--- src/rtl/sprite_rom_arbiter_pkg.sv ---
// Shared constants and slot record for the sprite ROM arbiter.
package sprite_rom_arbiter_pkg;

    localparam int NUM_SLOTS    = 8;
    localparam int WIDTH        = 72;
    localparam int HEIGHT       = 56;
    localparam int ROM_AW       = 16;
    localparam int ROM_LATENCY  = 2;
    localparam int GLYPH_STRIDE = WIDTH * HEIGHT;

    localparam int HCOUNT_W = 11;
    localparam int VCOUNT_W = 10;
    localparam int SLOT_W   = 3;
    localparam int GLYPH_W  = 3;

    // One sprite slot: left edge, top edge, glyph index, enable.
    typedef struct packed {
        logic [HCOUNT_W-1:0] x;
        logic [VCOUNT_W-1:0] y;
        logic [GLYPH_W-1:0]  glyph;
        logic                en;
    } slot_t;

    localparam slot_t SLOT_CLEAR = '0;

endpackage

--- src/rtl/sprite_rom_arbiter_slot_hit.sv ---
// Coverage test and glyph-local offset for one sprite slot.
module sprite_slot_hit #(
    parameter int WIDTH  = sprite_rom_arbiter_pkg::WIDTH,
    parameter int HEIGHT = sprite_rom_arbiter_pkg::HEIGHT
) (
    input  sprite_rom_arbiter_pkg::slot_t slot_i,
    input  logic [10:0]                   hcount_i,
    input  logic [9:0]                    vcount_i,
    output logic                          hit_o,
    output logic [10:0]                   dx_o,
    output logic [9:0]                    dy_o
);
    import sprite_rom_arbiter_pkg::*;

    // Extend by one bit so a slot near the right/bottom edge never wraps to column/row 0.
    logic [HCOUNT_W:0] h_ext, x_lo, x_hi;
    logic [VCOUNT_W:0] v_ext, y_lo, y_hi;

    assign h_ext = {1'b0, hcount_i};
    assign x_lo  = {1'b0, slot_i.x};
    assign x_hi  = x_lo + (HCOUNT_W+1)'(WIDTH);
    assign v_ext = {1'b0, vcount_i};
    assign y_lo  = {1'b0, slot_i.y};
    assign y_hi  = y_lo + (VCOUNT_W+1)'(HEIGHT);

    assign hit_o = slot_i.en && (h_ext >= x_lo) && (h_ext < x_hi)
                             && (v_ext >= y_lo) && (v_ext < y_hi);
    assign dx_o  = hcount_i - slot_i.x;
    assign dy_o  = vcount_i - slot_i.y;

endmodule

--- src/rtl/sprite_rom_arbiter.sv ---
// Fixed-priority arbiter of sprite slots onto one shared glyph ROM port.
// Config is double-buffered and committed at pixel (0,0); pixel/hit/slot_id
// emerge 1+ROM_LATENCY clocks after the hcount/vcount sample.
module sprite_rom_arbiter #(
    parameter int NUM_SLOTS   = sprite_rom_arbiter_pkg::NUM_SLOTS,
    parameter int WIDTH       = sprite_rom_arbiter_pkg::WIDTH,
    parameter int HEIGHT      = sprite_rom_arbiter_pkg::HEIGHT,
    parameter int ROM_AW      = sprite_rom_arbiter_pkg::ROM_AW,
    parameter int ROM_LATENCY = sprite_rom_arbiter_pkg::ROM_LATENCY
) (
    input  logic              pixel_clk_i,
    input  logic              reset_i,
    input  logic [10:0]       hcount_i,
    input  logic [9:0]        vcount_i,
    input  logic              cfg_we_i,
    input  logic [2:0]        cfg_slot_i,
    input  logic [10:0]       cfg_x_i,
    input  logic [9:0]        cfg_y_i,
    input  logic [2:0]        cfg_glyph_i,
    input  logic              cfg_en_i,
    output logic [ROM_AW-1:0] rom_addr_o,
    input  logic [7:0]        rom_data_i,
    output logic [23:0]       pixel_o,
    output logic              hit_o,
    output logic [2:0]        slot_id_o
);
    import sprite_rom_arbiter_pkg::*;

    localparam int STRIDE = WIDTH * HEIGHT;

    slot_t shadow_q [NUM_SLOTS];
    slot_t active_q [NUM_SLOTS];

    logic        slot_hit [NUM_SLOTS];
    logic [10:0] slot_dx  [NUM_SLOTS];
    logic [9:0]  slot_dy  [NUM_SLOTS];

    logic              win_hit_d;
    logic [2:0]        win_idx_d;
    logic [ROM_AW-1:0] rom_addr_d;

    logic [ROM_AW-1:0] rom_addr_q;
    logic              hit_sr_q  [ROM_LATENCY];
    logic [2:0]        slot_sr_q [ROM_LATENCY];
    logic              hit_q;
    logic [2:0]        slot_id_q;
    logic [23:0]       pixel_q;

    logic commit;
    assign commit = (hcount_i == '0) && (vcount_i == '0);

    // Shadow takes writes; active is reloaded from the pre-write shadow at commit,
    // so a write landing in the commit cycle waits for the next frame.
    always_ff @(posedge pixel_clk_i) begin
        if (reset_i) begin
            for (int i = 0; i < NUM_SLOTS; i++) begin
                shadow_q[i] <= SLOT_CLEAR;
                active_q[i] <= SLOT_CLEAR;
            end
        end else begin
            if (commit) begin
                for (int i = 0; i < NUM_SLOTS; i++) begin
                    active_q[i] <= shadow_q[i];
                end
            end
            if (cfg_we_i) begin
                shadow_q[cfg_slot_i] <= '{x: cfg_x_i, y: cfg_y_i, glyph: cfg_glyph_i, en: cfg_en_i};
            end
        end
    end

    for (genvar g = 0; g < NUM_SLOTS; g++) begin : g_slot
        sprite_slot_hit #(
            .WIDTH  (WIDTH),
            .HEIGHT (HEIGHT)
        ) u_hit (
            .slot_i   (active_q[g]),
            .hcount_i (hcount_i),
            .vcount_i (vcount_i),
            .hit_o    (slot_hit[g]),
            .dx_o     (slot_dx[g]),
            .dy_o     (slot_dy[g])
        );
    end

    // Lowest covering slot wins; scan downward so the last assignment is the lowest index.
    always_comb begin
        win_hit_d  = 1'b0;
        win_idx_d  = '0;
        rom_addr_d = '0;
        for (int i = NUM_SLOTS - 1; i >= 0; i--) begin
            if (slot_hit[i]) begin
                win_hit_d = 1'b1;
                win_idx_d = 3'(i);
            end
        end
        if (win_hit_d) begin
            rom_addr_d = ROM_AW'(active_q[win_idx_d].glyph) * ROM_AW'(STRIDE)
                       + ROM_AW'(slot_dx[win_idx_d])
                       + ROM_AW'(slot_dy[win_idx_d]) * ROM_AW'(WIDTH);
        end
    end

    // Stage 1 drives the ROM; hit/slot ride alongside for ROM_LATENCY clocks,
    // then the final stage gates the returned byte into the pixel.
    always_ff @(posedge pixel_clk_i) begin
        if (reset_i) begin
            rom_addr_q <= '0;
            for (int i = 0; i < ROM_LATENCY; i++) begin
                hit_sr_q[i]  <= 1'b0;
                slot_sr_q[i] <= '0;
            end
            hit_q     <= 1'b0;
            slot_id_q <= '0;
            pixel_q   <= '0;
        end else begin
            rom_addr_q   <= rom_addr_d;
            hit_sr_q[0]  <= win_hit_d;
            slot_sr_q[0] <= win_idx_d;
            for (int i = 1; i < ROM_LATENCY; i++) begin
                hit_sr_q[i]  <= hit_sr_q[i-1];
                slot_sr_q[i] <= slot_sr_q[i-1];
            end
            hit_q     <= hit_sr_q[ROM_LATENCY-1];
            slot_id_q <= slot_sr_q[ROM_LATENCY-1];
            pixel_q   <= hit_sr_q[ROM_LATENCY-1] ? {3{rom_data_i}} : 24'h0;
        end
    end

    assign rom_addr_o = rom_addr_q;
    assign hit_o      = hit_q;
    assign slot_id_o  = slot_id_q;
    assign pixel_o    = pixel_q;

endmodule

--- config.mk ---
export PLATFORM = sky130hd
export DESIGN_NAME = sprite_rom_arbiter
export DESIGN_NICKNAME = d
export VERILOG_FILES = /design/src/rtl/sprite_rom_arbiter_pkg.sv /design/src/rtl/sprite_rom_arbiter_slot_hit.sv /design/src/rtl/sprite_rom_arbiter.sv
export SDC_FILE = /design/constraint.sdc
export NUM_CORES = 1
export LEC_CHECK = 0
export CAP_MARGIN = 20
export CORE_MARGIN = 1.5
export CORE_UTILIZATION = 40
export CTS_CLUSTER_DIAMETER = 60
export DETAILED_ROUTE_END_ITERATION = 10
export PLACE_DENSITY_LB_ADDON = 0.2
export SLEW_MARGIN = 20
export SYNTH_ARGS = -nofsm -noshare
export SYNTH_HDL_FRONTEND = slang
export SYNTH_SLANG_ARGS = --single-unit
--- constraint.sdc ---
create_clock -name pixel_clk_i -period 9.1 [get_ports pixel_clk_i]
set_input_delay 0.91 -clock pixel_clk_i [delete_from_list [all_inputs] [get_ports pixel_clk_i]]
set_output_delay 0.91 -clock pixel_clk_i [all_outputs]
set_load 0.1 [all_outputs]
==> summary.md, run 1 <==
- flip-flop — Crit. End Element
- 5.50 — via density per instance
- 436 — clk sink count
- input pin to flip-flop — Critical Setup Path Class
- 0.292 — Slew headroom
- 5 — first-pass detailed-route iteration total
- 5 — CP Buf/Inv Count
- 55 — total CTS buffers
- 3,396 — post-synthesis net count
- 35,200 sq um — post-layout instance area
- 8.44 ns — time the final worst path needs with I/O delays and setup
- sky130_fd_sc_hd__clkbuf_16 — clock root buffer
- 89 — number of unique standard cell types used by synthesis
- sky130_fd_sc_hd__fa_1 — cell with the largest stage delay on the worst path
- 103 — number of port buffers
- 0.947 — gpl congestion
- 3 — initial antenna violation count
- 3 — maximum clock path buffer count
- met2 — layer with the highest usage
- 0.62 ns — clock latency at the later pin of the worst-skew pair
- 0.0206 ns — largest clock skew in the final design
- 0.353 — power share of the combinational group
- 104 — number of top-level pins
- 0.344 — global routing usage on met1
- adder cells — CP delay by family, top
- simple AND/OR/NAND/NOR gates — dominant combinational cell family by area after synthesis
- flip-flop to flip-flop — kind of path behind the tightest hold check
- 0 — fraction of registers with async set or reset after synthesis
- 0.128 — Compound-Gate Fraction of Synth Area
- 0.334 — Sw Ratio
- 0 ns — total negative slack for setup checks
- 0.62 ns — highest cell delay on the worst timing path
- 142,000 um — first-pass GRT wire length
- 30,500 sq um — area of the mapped netlist
- 201 — pin count of the biggest net entering global routing
- yes — TritonCTS clock tree
- 0.0158 — mux contribution to synthesized area
- sky130_fd_sc_hd__edfxtp_1 — most used flip-flop cell after synthesis
- 101 — number of cell rows
- 0.176 — simple-gate area share of the yosys netlist
- 0.242 — global router's overall resource usage
- complete, no violations — status
- 33,400 sq um — Placement Cell Area
- 436 — #FFs+latches synth
- 279 um — Die Span X
- 0.0325 — global routing usage on met3
- 0 — Max Cap Viol
- 10.3 sq um — Mean Syn Cell Area
- 2,965 — synthesized netlist cell count
- 0 — Synth warnings
- 0.336 — sequential group share of total power
- 0.417 — sequential area share after synthesis
- 14.3 nW — leakage component of the power
- 0 — GR Overflow Total
- 1,721 — drt first-iter violations
- 0.386 — met2 GRT Util
- 23.0k — total number of vias
- 0 — number of endpoints with negative hold slack in the final report
- 0.159 — post-synthesis share of cell area spent on full adders, half adders and majority gates
- sky130_fd_sc_hd__fa_1 — most common cell type on the critical path
- 0.06 ns — clock transition time at the flip-flop clock pins of the worst setup and hold paths
- 0.00232 W — switching power total
- 0.403 — initial core utilization
- 22.8k — vias in the first global route
- 75,700 sq um — area of the core
- 71,900 um — sum of net half-perimeters after detailed placement
- 279 um — vertical die dimension
- 0 — DRC violation count after routing
- 0.0792 — fraction of final layout cells sized beyond drive strength 1
- 0.000313 V — worst voltage drop across the vdd grid
- 0 — number of pins exceeding their max-slew limit in the final report
- 0 — Post-CTS Hold Buffers
- 0 — DRT antenna net count
- 8.97 ns — Arrival @ worst endpoint
- 0 — number of setup buffers added after CTS
- 95,200 um — final WL
- 1.06 ns — transition time of the tightest slew-check pin
- 8 — biggest fanout along the worst timing path
- 0.00463 W — internal portion of total power
- 0.311 — clock group share of total power
- false — unrepaired setup endpoints after global routing
- 9.63 ns — critical path required time
- 2 — level count of the clock H-tree
- 0.927 — Final period util
- 78,000 sq um — die outline area
- 0 — number of gates resized after CTS
- 0 — final setup violation count
- 197 nW/um^2 — power per cell area
- 0.432 ns — Worst Hold Slack
- input pin — Critical Path Start Type
- 22.8 um — post-detailed-route wirelength per cell
- 15.4% — layout overhead on the synthesized area
- 400 — EDFF count, synth
- 0.119 GHz — FMAX
- 0.0602 — xor and xnor fraction of the mapped netlist area
- 3,582 — net count reported at finish
## layout by cell type, fill, tap and decap left out, types with 55 or more instances in the layout
master and n:
sky130_fd_sc_hd__clkdlybuf4s50_1 102, sky130_fd_sc_hd__nand2_1 136, sky130_fd_sc_hd__nor3_1 55, sky130_fd_sc_hd__a21oi_1 170
sky130_fd_sc_hd__inv_1 244, sky130_fd_sc_hd__clkbuf_16 56, sky130_fd_sc_hd__a21o_1 55, sky130_fd_sc_hd__xnor2_1 160
sky130_fd_sc_hd__o21ai_0 108, sky130_fd_sc_hd__nor2b_1 85, sky130_fd_sc_hd__ha_1 343, sky130_fd_sc_hd__nor2_1 132
sky130_fd_sc_hd__edfxtp_1 400, sky130_fd_sc_hd__and2_1 366, sky130_fd_sc_hd__buf_4 101
## cells in the mapped netlist (35+ instances only)
cell type                  instances  area, sq um
sky130_fd_sc_hd__o21ai_0         108          541
sky130_fd_sc_hd__edfxtp_1        400        12000
sky130_fd_sc_hd__nand3_1          47          235
sky130_fd_sc_hd__ha_1            343         4290
sky130_fd_sc_hd__nand2_1         136          510
sky130_fd_sc_hd__a211oi_1         38          285
sky130_fd_sc_hd__and2_1          366         2290
sky130_fd_sc_hd__nor2b_1          86          538
sky130_fd_sc_hd__a21o_1           55          413
sky130_fd_sc_hd__clkbuf_1         50          188
sky130_fd_sc_hd__a21oi_1         170          851
sky130_fd_sc_hd__xor2_1           48          420
sky130_fd_sc_hd__nand2b_1         35          219
sky130_fd_sc_hd__nor2_1          132          495
sky130_fd_sc_hd__inv_1           244          916
sky130_fd_sc_hd__xnor2_1         160         1400
sky130_fd_sc_hd__nor3_1           57          285
sky130_fd_sc_hd__dfxtp_1          36          721
## worst register-to-register path, delay by kind of cell, from the launching register on
kind | cells | cell delay, ns
adders and majority gates | 7 | 2.90
xor gates and xnor gates | 3 | 0.49
DFF | 1 | 0.43
buffers and inverters | 3 | 0.20
AOI/OAI and AO/OA | 10 | 2.08
and+or+nand+nor | 5 | 1.48
muxes | 2 | 0.58
## power groups by stage
stage | Combinational, W | Clock (W) | Sequential (W)
3_3_place_gp | 0.00241 | 0 | 0.00238
4_1_cts | 0.00245 | 0.00220 | 0.00234
2_1_floorplan | 0.00142 | 0 | 0.00248
6_report | 0.00245 | 0.00216 | 0.00234
3_5_place_dp | 0.00243 | 0 | 0.00238
5_1_grt | 0.00272 | 0.00228 | 0.00235
## cell families after synthesis
kind of cell | Yosys count
xor gates and xnor gates | 209
muxes | 45
DFF | 436
adders and majority gates | 371
and+or+nand+nor | 974
AOI/OAI and AO/OA | 597
buffers and inverters | 333
## path summary, 6_finish.rpt
| path | start | end | slack [ns] | depth (start not counted) |
|---|---|---|---|---|
| setup / recovery | vcount_i[0] | rom_addr_o[15] | 0.66 | 30 |
| hold / removal | slot_sr_q[1][2] | slot_id_o[2] | 0.43 | 1 |
| setup reg to reg | active_q[4][17] | rom_addr_o[15] | 0.86 | 30 |
| hold reg to reg | slot_sr_q[1][2] | slot_id_o[2] | 0.43 | 1 |
## metal layers
layer / part of all wire / wire, um
met1: 0.47 / 44700
met3: 0.058 / 5520
met5: 0 / 0
met4: 0.025 / 2400
met2: 0.45 / 42500
## through the flow
| stage | utilization | setup WS, ns | total power (W) | cells |
|---|---|---|---|---|
| 2_1_floorplan | - | 1.38 | 0.00390 | 2965 |
| 3_3_place_gp | 0.441 | 0.271 | 0.00478 | 4071 |
| 3_5_place_dp | 0.441 | 0.115 | 0.00481 | 4071 |
| 4_1_cts | 0.465 | 0.733 | 0.00698 | 4171 |
| 5_1_grt | 0.465 | 0.304 | 0.00734 | 4172 |
| 6_report | 0.465 | 0.663 | 0.00694 | 4173 |
## flip-flops by register name (all words and copies together), names as in the netlist
signal and count:
slot_id_o 3, active_q 200, hit_sr_q 2, hit_o 1
rom_addr_o 16, shadow_q 200, pixel_o 8, slot_sr_q 6
## cell type report
class | instances | area [sq um]
fillers | 6968 | 40500
multi-input cells | 2196 | 16500
flip-flops and latches | 436 | 12700
repair buffers | 216 | 2030
clock buffers | 70 | 1500
well taps | 978 | 1220
inverters | 246 | 923
clock inverters | 30 | 310
diodes | 1 | 2.50
(Power assumes the default switching activity.)
==> run 2, diff against run 1 <==
==> constraint.sdc (replaced) <==
create_clock -name pixel_clk_i -period 7.1 [get_ports pixel_clk_i]
set_input_delay 0.71 -clock pixel_clk_i [delete_from_list [all_inputs] [get_ports pixel_clk_i]]
set_output_delay 0.71 -clock pixel_clk_i [all_outputs]
set_load 0.1 [all_outputs]
==> run 2 against run 1 <==
Compared with the run above: the flow now finishes with violations (setup timing); clock-buffer cell count down 7; global-route usage increased by 1.5 points; sequential cell count did not move; power up 40%; register-to-register slack got worse by 1.3 ns; first-iteration DRC count rose by 12%; via count up 9.9%; critical endpoint unchanged; sequential share of layout area is 4.2 points lower; highest routed layer unchanged; worst hold slack improved by 0.0048 ns; clock power rose by 22%; utilization rose by 6.2 points; die area unchanged.
==> summary.md, run 2 (same netlist as run 1, synthesis figures left out) <==
- 0.437 ns — Worst Hold Slack, +0.00477 ns
- 0.00969 W — sum of internal, switching and leakage power, +40%
- sky130_fd_sc_hd__clkbuf_16 — clock root buffer
- 7.63 ns — critical path required time, -2.00 ns
- 0.06 ns — clock transition time at the flip-flop clock pins of the worst setup and hold paths, about the same
- 1 — number of stages on the worst hold path, unchanged
- input pin to flip-flop — Critical Setup Path Class
- 30.7% — layout overhead on the synthesized area
- -0.492 ns — setup slack after layout, -1.16 ns
- 25.2k — total number of vias, +9.9%
- rom_addr_o[15] — RR Endpoint
- sky130_fd_sc_hd__clkdlybuf4s50_1 — cell with the largest stage delay on the worst path
- 101 — number of cell rows, unchanged
- 34 — number of cells on the worst reg-to-reg path, +13%
- 0.984 ns — transition time of the tightest slew-check pin, -0.0755 ns
- slot_sr_q[0][2] — Hold Startpoint
- 0.132 GHz — FMAX
- 279 um — vertical die dimension, unchanged
- 0 — Max Cap Viol, unchanged
- sky130_fd_sc_hd__buf_4 — most common cell after layout, fill and taps aside
- 0.418 — power share of the combinational group, +0.065
- 0.309 — sequential group share of total power, -0.027
- 0.63 ns — clock latency at the later pin of the worst-skew pair, about the same
- 103 — number of port buffers, unchanged
- 9 — CP Buf/Inv Count, +4
- 1,930 — drt first-iter violations, +12%
- finished with violations — status
- 0.000375 V — worst voltage drop across the vdd grid, +20%
- 0.273 — clock group share of total power, -0.038
- 0.527 — post-layout util, +0.0617
- yes — TritonCTS clock tree
- 0 — number of endpoints with negative hold slack in the final report, unchanged
- 77,700 um — sum of net half-perimeters after detailed placement, +8.1%
- 4,146 — net count reported at finish, +16%
- setup timing — violations in the final reports
- 7 — initial antenna violation count, +4
- 17.2 nW — leakage component of the power, +20%
- 0.00637 W — internal portion of total power, +38%
- 8.12 ns — Arrival @ worst endpoint, -0.85 ns
- 75,700 sq um — area of the core, unchanged
- 151,000 um — first-pass GRT wire length, +6.9%
- 1.07 — Final period util
- 436 — clk sink count, unchanged
- flip-flop to flip-flop — kind of path behind the tightest hold check
- 3 — maximum clock path buffer count, unchanged
- sky130_fd_sc_hd__buf_4 — most common cell type on the critical path
- 0.403 — initial core utilization, unchanged
- 0 — number of pins exceeding their max-slew limit in the final report, unchanged
- active_q[4][17] — reg2reg start
- -0.651 ns — total negative slack for setup checks, -0.651 ns
- 243 nW/um^2 — power per cell area, +23%
- 4 — final setup violation count, +4
- 5.32 — via density per instance, -3.2%
- 279 um — Die Span X, unchanged
- 78,000 sq um — die outline area, unchanged
- 0.61 ns — highest cell delay on the worst timing path, about the same
- 101,000 um — final WL, +6.2%
- adder cells — CP delay by family, top
- 10 — biggest fanout along the worst timing path, +2
- slot_sr_q[1][2] — Hold Path Sink
- 0.342 — Slew headroom, +0.0498
- 25.3k — vias in the first global route, +11%
- 104 — number of top-level pins, unchanged
- 0 — Post-CTS Hold Buffers, unchanged
- 52 — total CTS buffers, -5.5%
- 0 — DRT antenna net count, unchanged
- 0.234 — fraction of final layout cells sized beyond drive strength 1, +0.155
- true — unrepaired setup endpoints after global routing
- 7.59 ns — time the final worst path needs with I/O delays and setup
- flip-flop — Crit. End Element
- 0 — GR Overflow Total, unchanged
- 648 x sky130_fd_sc_hd__buf_4, 400 x sky130_fd_sc_hd__edfxtp_1, 364 x sky130_fd_sc_hd__and2_1, 333 x sky130_fd_sc_hd__ha_1, 234 x sky130_fd_sc_hd__inv_1 — commonest cells after routing, fill and taps aside
- 0.257 — global router's overall resource usage, +0.0150
- 0.342 — Sw Ratio, +0.00868
- 0.00332 W — switching power total, +43%
- 0.956 — gpl congestion, +0.95%
- 0 — DRC violation count after routing, unchanged
- 6 — first-pass detailed-route iteration total, +1
- 2 — level count of the clock H-tree, unchanged
- input pin — Critical Path Start Type
- 21.3 um — post-detailed-route wirelength per cell, -6.4%
- 0.0321 ns — largest clock skew in the final design, +0.0115 ns
- -0.47 ns — flop2flop setup slack, -1.33 ns
- 75 — pin count of the biggest net entering global routing, -63%
==> run 2: worst max-delay path by stage <==
stage	startpoint	to	slack, ns	cells after the start
6_report	vcount_i[5]	rom_addr_o[15]	-0.49	32
5_1_grt	active_q[5][8]	rom_addr_o[15]	-0.75	32
4_1_cts	active_q[4][19]	rom_addr_o[15]	-0.31	31
3_5_place_dp	hcount_i[0]	rom_addr_o[15]	-1.26	31
3_3_place_gp	hcount_i[1]	rom_addr_o[15]	-1.11	29
2_1_floorplan	hcount_i[0]	rom_addr_o[15]	-0.006	29
==> run 2: area by class of cell <==
cell class | count | area, sq um
fill | 6610 | 35800
multi-input combinational | 2196 | 16800
sequential | 436 | 12700
timing repair buffer | 783 | 6500
clock buffer | 63 | 1420
tap | 978 | 1220
inverter | 246 | 935
clock inverter | 34 | 274
antenna | 1 | 2.50
==> run 2: power groups by stage <==
stage	sequential (W)	clock, W	combinational (W)
after global placement	0.00304	0	0.00361
after global routing	0.00300	0.00278	0.00443
after detailed placement	0.00305	0	0.00367
final	0.00299	0.00264	0.00405
after floorplan	0.00318	0	0.00195
after CTS	0.00299	0.00270	0.00382
==> run 2: timing repair <==
action / 4_1_cts / 5_1_grt
cloned: 2 / 0
endpoints found under the setup margin: 6 / 6
pin swaps: 32 / 34
setup buffers: 20 / 15
resized for setup: 34 / 38
==> run 2: per-stage QoR <==
step           area (sq um)  setup slack, ns  cells
4_1_cts               39600           -0.312   4721
2_1_floorplan         30700         -0.00642   2965
3_3_place_gp          37600            -1.11   4602
5_1_grt               39900           -0.746   4736
6_report              39900           -0.492   4737
3_5_place_dp          37600            -1.26   4602
==> run 2: per-layer routing <==
metal | track usage | share of wire | vias up
li1 | - | - | 12100
met1 | 0.361 | 0.46 | 12300
met2 | 0.416 | 0.45 | 677
met3 | 0.0297 | 0.056 | 143
met4 | 0.0758 | 0.030 | 0
met5 | 0 | 0 | -
